$ cat config.mk
export PLATFORM = sky130hd
export DESIGN_NAME = lsu_subword_flat
export DESIGN_NICKNAME = d
export VERILOG_FILES = /design/src/rtl/lsu_pkg.sv /design/src/rtl/lsu_subword_if.sv /design/src/rtl/lsu_load_align.sv /design/src/rtl/lsu_subword.sv /design/src/flat_wrapper.sv
export SDC_FILE = /design/constraint.sdc
export NUM_CORES = 1
export LEC_CHECK = 0
export CELL_PAD_IN_SITES_DETAIL_PLACEMENT = 0
export CELL_PAD_IN_SITES_GLOBAL_PLACEMENT = 1
export CORE_MARGIN = 2
export CORE_UTILIZATION = 33
export CTS_BUF_LIST = sky130_fd_sc_hd__clkbuf_4
export DETAILED_ROUTE_END_ITERATION = 10
export PLACE_DENSITY = 0.81
export SLEW_MARGIN = 0
export SYNTH_ARGS = -nofsm -noshare
export SYNTH_HDL_FRONTEND = slang
export SYNTH_SLANG_ARGS = --single-unit
$ cat constraint.sdc
create_clock -name i_clk -period 3.1 [get_ports i_clk]
set_input_delay 0.31 -clock i_clk [delete_from_list [all_inputs] [get_ports i_clk]]
set_output_delay 0.31 -clock i_clk [all_outputs]
set_load 0.05 [all_outputs]
$ cat src/rtl/lsu_pkg.sv
// lsu_pkg: shared definitions for the load/store unit slice.
//   - RV32I load/store funct3 encodings
//   - lsu_state_t: LSU control FSM states
//   - f3_legal(): funct3 legality check for loads and stores
package lsu_pkg;

    localparam logic [2:0] F3_B  = 3'b000;
    localparam logic [2:0] F3_H  = 3'b001;
    localparam logic [2:0] F3_W  = 3'b010;
    localparam logic [2:0] F3_BU = 3'b100;
    localparam logic [2:0] F3_HU = 3'b101;

    typedef enum logic [2:0] {
        IDLE,
        ACCESS,
        MERGE,
        RESP,
        ERR
    } lsu_state_t;

    // Stores only have signed-size encodings; loads add the unsigned variants.
    function automatic logic f3_legal(input logic we, input logic [2:0] f3);
        if (we)
            return (f3 == F3_B) || (f3 == F3_H) || (f3 == F3_W);
        else
            return (f3 == F3_B) || (f3 == F3_H) || (f3 == F3_W) ||
                   (f3 == F3_BU) || (f3 == F3_HU);
    endfunction

endpackage

$ cat src/rtl/lsu_subword_if.sv
// lsu_subword_if: request/response and data-memory bus of the LSU.
//   Request side : i_req, i_we, i_funct3, i_addr, i_wdata (execute stage -> LSU)
//   Response side: o_ready, o_done, o_err, o_rdata       (LSU -> execute stage)
//   Memory side  : o_mem_enb, o_mem_wren, o_mem_addr, o_mem_wdata (LSU -> memory),
//                  i_mem_rdata (memory -> LSU, combinational from o_mem_addr)
// Modports: slave = the LSU, master = execute stage plus data memory.
interface lsu_subword_if #(
    parameter int unsigned ADDR_W = 14
);
    logic              i_req;
    logic              i_we;
    logic [2:0]        i_funct3;
    logic [31:0]       i_addr;
    logic [31:0]       i_wdata;
    logic              o_ready;
    logic              o_done;
    logic              o_err;
    logic [31:0]       o_rdata;
    logic              o_mem_enb;
    logic              o_mem_wren;
    logic [ADDR_W-1:0] o_mem_addr;
    logic [31:0]       o_mem_wdata;
    logic [31:0]       i_mem_rdata;

    modport slave (
        input  i_req, i_we, i_funct3, i_addr, i_wdata, i_mem_rdata,
        output o_ready, o_done, o_err, o_rdata,
               o_mem_enb, o_mem_wren, o_mem_addr, o_mem_wdata
    );

    modport master (
        output i_req, i_we, i_funct3, i_addr, i_wdata, i_mem_rdata,
        input  o_ready, o_done, o_err, o_rdata,
               o_mem_enb, o_mem_wren, o_mem_addr, o_mem_wdata
    );
endinterface

$ cat src/rtl/lsu_load_align.sv
// lsu_load_align: combinational load formatter.
//   i_word   : 32-bit memory word
//   i_addr   : byte offset within the word
//   i_funct3 : RV32I load funct3 (B/H/W/BU/HU)
//   o_data   : selected byte/half/word, sign- or zero-extended
module lsu_load_align
    import lsu_pkg::*;
(
    input  logic [31:0] i_word,
    input  logic [1:0]  i_addr,
    input  logic [2:0]  i_funct3,
    output logic [31:0] o_data
);
    logic [7:0]  lane_b;
    logic [15:0] lane_h;

    always_comb begin
        case (i_addr)
            2'd0:    lane_b = i_word[7:0];
            2'd1:    lane_b = i_word[15:8];
            2'd2:    lane_b = i_word[23:16];
            default: lane_b = i_word[31:24];
        endcase
        lane_h = i_addr[1] ? i_word[31:16] : i_word[15:0];
    end

    always_comb begin
        case (i_funct3)
            F3_B:    o_data = {{24{lane_b[7]}}, lane_b};
            F3_BU:   o_data = {24'h0, lane_b};
            F3_H:    o_data = {{16{lane_h[15]}}, lane_h};
            F3_HU:   o_data = {16'h0, lane_h};
            default: o_data = i_word;
        endcase
    end
endmodule

$ cat src/rtl/lsu_subword.sv
// lsu_subword: RV32I load/store unit in front of a word-wide data memory.
//   i_clk, i_rst : clock (rising edge), asynchronous active-high reset
//   bus          : lsu_subword_if.slave -- request, response and memory ports
// Sub-word stores are a read (ACCESS) followed by a full-word write (MERGE).
// Build option: define LSU_MISALIGN_TRAP_EN to report misaligned half/word
// accesses as errors; otherwise the low address bits are masked and the
// access proceeds.
module lsu_subword
    import lsu_pkg::*;
#(
    parameter int unsigned ADDR_W    = 14,
    parameter logic [31:0] BASE_ADDR = 32'h0000_0000
) (
    input  logic          i_clk,
    input  logic          i_rst,
    lsu_subword_if.slave  bus
);
    lsu_state_t        state_q, state_d;
    logic              req_we_q;
    logic [2:0]        req_f3_q;
    logic [ADDR_W-1:0] req_addr_q;
    logic [31:0]       req_wdata_q;
    logic [31:0]       merge_q;
    logic [31:0]       rdata_q;

    logic              legal;
    logic              in_range;
    logic              misaligned;
    logic              req_bad;
    logic [ADDR_W-1:0] acc_addr;
    logic [31:0]       load_fmt;
    logic [31:0]       merged;
    logic              mem_enb;
    logic              mem_wren;
    logic [31:0]       mem_wdata;

    // ---------------- request decode (IDLE only) ----------------
    always_comb begin
        legal      = f3_legal(bus.i_we, bus.i_funct3);
        in_range   = (bus.i_addr[31:ADDR_W] == BASE_ADDR[31:ADDR_W]);
        misaligned = ((bus.i_funct3[1:0] == 2'b01) && bus.i_addr[0]) ||
                     ((bus.i_funct3[1:0] == 2'b10) && (bus.i_addr[1:0] != 2'b00));
        acc_addr   = bus.i_addr[ADDR_W-1:0];
`ifdef LSU_MISALIGN_TRAP_EN
        req_bad    = !legal || !in_range || misaligned;
`else
        // Misalignment is tolerated: drop the offending low bits so the
        // access lands on the enclosing naturally aligned half/word.
        req_bad    = !legal || !in_range;
        if (bus.i_funct3[1:0] == 2'b01) acc_addr[0]   = 1'b0;
        if (bus.i_funct3[1:0] == 2'b10) acc_addr[1:0] = 2'b00;
`endif
    end

    lsu_load_align u_align (
        .i_word   (bus.i_mem_rdata),
        .i_addr   (req_addr_q[1:0]),
        .i_funct3 (req_f3_q),
        .o_data   (load_fmt)
    );

    // Replace the addressed lane of the word read in ACCESS.
    always_comb begin
        merged = merge_q;
        if (req_f3_q == F3_H) begin
            if (req_addr_q[1]) merged[31:16] = req_wdata_q[15:0];
            else               merged[15:0]  = req_wdata_q[15:0];
        end else begin
            case (req_addr_q[1:0])
                2'd0:    merged[7:0]   = req_wdata_q[7:0];
                2'd1:    merged[15:8]  = req_wdata_q[7:0];
                2'd2:    merged[23:16] = req_wdata_q[7:0];
                default: merged[31:24] = req_wdata_q[7:0];
            endcase
        end
    end

    // ---------------- state and request registers ----------------
    always_ff @(posedge i_clk or posedge i_rst) begin
        if (i_rst) begin
            state_q     <= IDLE;
            req_we_q    <= 1'b0;
            req_f3_q    <= '0;
            req_addr_q  <= '0;
            req_wdata_q <= '0;
            merge_q     <= '0;
            rdata_q     <= '0;
        end else begin
            state_q <= state_d;
            if (state_q == IDLE && bus.i_req) begin
                req_we_q    <= bus.i_we;
                req_f3_q    <= bus.i_funct3;
                req_addr_q  <= acc_addr;
                req_wdata_q <= bus.i_wdata;
            end
            if (state_q == ACCESS) begin
                if (!req_we_q) rdata_q <= load_fmt;
                merge_q <= bus.i_mem_rdata;
            end
        end
    end

    // ---------------- next state and outputs ----------------
    always_comb begin
        state_d     = state_q;
        bus.o_ready = 1'b0;
        bus.o_done  = 1'b0;
        bus.o_err   = 1'b0;
        mem_enb     = 1'b0;
        mem_wren    = 1'b0;
        mem_wdata   = '0;
        case (state_q)
            IDLE: begin
                bus.o_ready = 1'b1;
                if (bus.i_req) state_d = req_bad ? ERR : ACCESS;
            end
            ACCESS: begin
                mem_enb = 1'b1;
                if (req_we_q && req_f3_q == F3_W) begin
                    mem_wren  = 1'b1;
                    mem_wdata = req_wdata_q;
                    state_d   = RESP;
                end else if (req_we_q) begin
                    state_d = MERGE;
                end else begin
                    state_d = RESP;
                end
            end
            MERGE: begin
                mem_enb   = 1'b1;
                mem_wren  = 1'b1;
                mem_wdata = merged;
                state_d   = RESP;
            end
            RESP: begin
                bus.o_done = 1'b1;
                state_d    = IDLE;
            end
            ERR: begin
                bus.o_done = 1'b1;
                bus.o_err  = 1'b1;
                state_d    = IDLE;
            end
            default: state_d = IDLE;
        endcase
    end

    // Address/data are held at zero while the memory is not enabled.
    assign bus.o_mem_enb   = mem_enb;
    assign bus.o_mem_wren  = mem_wren;
    assign bus.o_mem_wdata = mem_wdata;
    assign bus.o_mem_addr  = mem_enb ? {req_addr_q[ADDR_W-1:2], 2'b00} : '0;
    assign bus.o_rdata     = (state_q == ERR) ? '0 : rdata_q;
endmodule
$ cat src/flat_wrapper.sv
// flat-port wrapper written by rule: the top's interface ports become plain ports
module lsu_subword_flat import lsu_pkg::*;
#(
    parameter int unsigned ADDR_W    = 14,
    parameter logic [31:0] BASE_ADDR = 32'h0000_0000
)
  (i_clk, i_rst, bus_i_req, bus_i_we, bus_i_funct3, bus_i_addr, bus_i_wdata, bus_i_mem_rdata, bus_o_ready, bus_o_done, bus_o_err, bus_o_rdata, bus_o_mem_enb, bus_o_mem_wren, bus_o_mem_addr, bus_o_mem_wdata);
  lsu_subword_if #(.ADDR_W(ADDR_W)) bus_i ();
  input  logic i_clk;
  input  logic i_rst;
  input wire logic [$bits(bus_i.i_req)-1:0] bus_i_req;
  input wire logic [$bits(bus_i.i_we)-1:0] bus_i_we;
  input wire logic [$bits(bus_i.i_funct3)-1:0] bus_i_funct3;
  input wire logic [$bits(bus_i.i_addr)-1:0] bus_i_addr;
  input wire logic [$bits(bus_i.i_wdata)-1:0] bus_i_wdata;
  input wire logic [$bits(bus_i.i_mem_rdata)-1:0] bus_i_mem_rdata;
  output wire logic [$bits(bus_i.o_ready)-1:0] bus_o_ready;
  output wire logic [$bits(bus_i.o_done)-1:0] bus_o_done;
  output wire logic [$bits(bus_i.o_err)-1:0] bus_o_err;
  output wire logic [$bits(bus_i.o_rdata)-1:0] bus_o_rdata;
  output wire logic [$bits(bus_i.o_mem_enb)-1:0] bus_o_mem_enb;
  output wire logic [$bits(bus_i.o_mem_wren)-1:0] bus_o_mem_wren;
  output wire logic [$bits(bus_i.o_mem_addr)-1:0] bus_o_mem_addr;
  output wire logic [$bits(bus_i.o_mem_wdata)-1:0] bus_o_mem_wdata;
  assign bus_i.i_req = bus_i_req;
  assign bus_i.i_we = bus_i_we;
  assign bus_i.i_funct3 = bus_i_funct3;
  assign bus_i.i_addr = bus_i_addr;
  assign bus_i.i_wdata = bus_i_wdata;
  assign bus_i.i_mem_rdata = bus_i_mem_rdata;
  assign bus_o_ready = bus_i.o_ready;
  assign bus_o_done = bus_i.o_done;
  assign bus_o_err = bus_i.o_err;
  assign bus_o_rdata = bus_i.o_rdata;
  assign bus_o_mem_enb = bus_i.o_mem_enb;
  assign bus_o_mem_wren = bus_i.o_mem_wren;
  assign bus_o_mem_addr = bus_i.o_mem_addr;
  assign bus_o_mem_wdata = bus_i.o_mem_wdata;
  lsu_subword #(.ADDR_W(ADDR_W), .BASE_ADDR(BASE_ADDR)) u_core (.i_clk(i_clk), .i_rst(i_rst), .bus(bus_i));
endmodule
==> flow_summary.ini <==
[detailed_routing]
via_count = 5469
ant_nets = 0
routed_via_density = 5.03
drt_iter0_drc = 245
detail_route.wirelength_um = 19600
drcViolationCount = 0
dr.pass1.iters = 5
routedWlPerCell_um = 18.0

[global_routing]
grt_pass1_vias = 5349
grt_pass1_wl_um = 30300
grt-ovfl-total = 0
antenna_found_initial = 0
grt_usage_pct = 20.0
grt_max_degree = 50

[clocking]
ctsResizeCount = 0
hold_buffers = 0
clk_latency_ps = 540
cts_tree = yes
cts_root_buf = clkbuf_4
cts_setup_buffers = 0
cts_max_level = 4
clock_path_buffers = 2
numCtsBuffers = 17
clock-sinks = 117
clkSlewWorstSetupHoldPaths_ps = 120

[synthesis]
yosysMostFrequentCell = nand2_1
synth-seq-area-share_pct = 47.4
syn_area_per_cell_um2 = 9.22
ys_warn_count = 0
netlist.area_leader.share_pct = 47.4
synth_top_area_cell = dfrtp_1
ys.flop_type = dfrtp_1
ys_seq_elements = 117
synthArstFlopShare_pct = 100
yosysUniqueCellTypes = 48
syn_area_um2 = 6170
synth_common_cells = 171 x nand2_1, 117 x dfrtp_1, 49 x o21ai_0, 34 x nor2b_1, 33 x mux2_2
synthCells = 670
synth_edf_count = 0
synth_area_leaders = dfrtp_1 47%, nand2_1 10%, mux2_2 6.0%

[timing]
max-slew-margin-rel_pct = 45.4
fmax_mhz = 334
skew_ps = 17.5
setup-tns-final_ps = 0
setup_viol = 0
worst_slew_pin_slew_ps = 818
hold_viol_final = 0
drv_slew = 0
min_period_over_period_pct = 96.7
rsz0062_at_grt = no
final.min_clock_period_ps = 3000

[worst_setup_path]
worstSetupPathType = flop to output pin
worstPathRequired_ps = 2790
startpoint_type = flop
endpoint_kind = output pin
cp_max_fo = 14
worstPathArrival_ps = 2690
rrSetupSlack_ps = 950

[final_layout]
fin_nets = 944
drive_gt1_share_pct = 17.4
diodes = 0
synthToLayoutAreaGrowth_pct = 41.8

[power]
ir_drop_uv = 398
p_comb_share_pct = 51.6
p_leak_nw = 3.81
clock_power_share_pct = 14.4
power-per-cell-area_nw_per_um2 = 981
switching_share_pct = 46.4
p_seq_share_pct = 34.0
finalPower_w = 0.00859
internal_power_w = 0.00461
p_switching_w = 0.00398

[job]
drv_cap = 0

[floorplan]
die_area_um2 = 19800
start_util_pct = 33.3
die-width_um = 141
coreArea_um2 = 18500
io_pins = 186
rows = 50
fp.dieH_um = 141

[placement]
portBuffers = 183
place.gp.congestion = 0.856
dp_hpwl_um = 14600

[worst_hold_path]
hp-class = input port to async pin

[status]
status = finished clean
==> layout make-up <==
cell class / count / area [µm²]
repair buffers: 198 / 2170
fillers: 1774 / 9760
clock inverters: 15 / 186
clock buffers: 17 / 128
multi-input cells: 503 / 3030
flip-flops and latches: 117 / 2930
inverters: 4 / 18.8
well taps: 234 / 293
==> cell usage in the layout (no fill, tap or decap), types with 7 or more instances in the layout <==
cell             instances
a221o_1                  8
nor2_1                  30
clkbuf_4                17
nor3_1                  11
mux2i_1                 15
buf_4                   33
clkdlybuf4s50_1        138
nand2_1                171
and3_1                   8
and2_1                  12
nand2b_1                21
nor2b_1                 34
dfrtp_1                116
buf_12                  27
a32o_1                   8
or3_1                    7
nand3b_1                 9
o21ai_2                 11
mux2_2                  33
a21oi_1                 31
a22o_1                   8
o21ai_0                 49
==> power by group through the flow <==
stage          Sequential [W]  Clock [W]  Combinational, W
4_1_cts               0.00290    0.00127           0.00446
3_5_place_dp          0.00293          0           0.00445
3_3_place_gp          0.00291          0           0.00440
5_1_grt               0.00302    0.00134           0.00477
2_1_floorplan         0.00262          0           0.00318
6_report              0.00292    0.00124           0.00443
==> through the flow <==
step                utilization [%]  instances  instance area (µm²)  setup WS, ps  hold slack (ps)
global route                   47.3       1088                 8750          13.5              257
CTS                            47.3       1088                 8750          81.7              219
floorplan                         -        671                 6180           389              415
finish                         47.3       1088                 8750           103              229
global placement               45.6       1056                 8440           734              449
detailed placement             45.6       1056                 8440           699              454
==> logic make-up after synthesis <==
logic type	synth area share (%)
AOI/OAI and AO/OA	14.3
DFF	47.4
muxes	8.81
buffers and inverters	3.93
other	0.0607
and+or+nand+nor	25.5
==> worst paths after layout <==
path / start / end / cells after the start
setup reg to reg: u_core.req_addr_q[1]$_DFFE_PP0P_ / u_core.rdata_q[20]$_DFFE_PP0P_ / 4
max in group asynchronous: i_rst / u_core.rdata_q[4]$_DFFE_PP0P_ / 3
hold reg to reg: u_core.req_addr_q[5]$_DFFE_PP0P_ / u_core.req_addr_q[5]$_DFFE_PP0P_ / 2
setup / recovery: u_core.state_q[1]$_DFFE_PP0P_ / bus_o_mem_wdata[14] / 5
hold / removal: i_rst / u_core.req_wdata_q[24]$_DFFE_PP0P_ / 2
min in group i_clk: bus_i_wdata[22] / u_core.req_wdata_q[22]$_DFFE_PP0P_ / 3
==> sequential cells by signal, summed over array words and instances (netlist names) <==
register / count
u_core.merge_q: 32
u_core.rdata_q: 32
u_core.req_wdata_q: 32
u_core.req_addr_q: 14
u_core.req_f3_q: 3
u_core.state_q: 3
u_core.req_we_q: 1
==> layer usage <==
metal / track usage (%) / vias to the layer above / routed length [µm]
li1: - / 2633 / -
met5: 0 / - / 0
met1: 27.0 / 2583 / 8710
met3: 5.43 / 43 / 1450
met2: 30.8 / 210 / 8890
met4: 7.37 / 0 / 502
==> worst max-delay path, cell delays in order (launching register included) <==
cell     delay (ps)
dfrtp_1         550
inv_1           120
or3_4           500
nor4_4          470
a221o_1         290
buf_4           220
No activity file was read; power rests on OpenSTA's default activity.
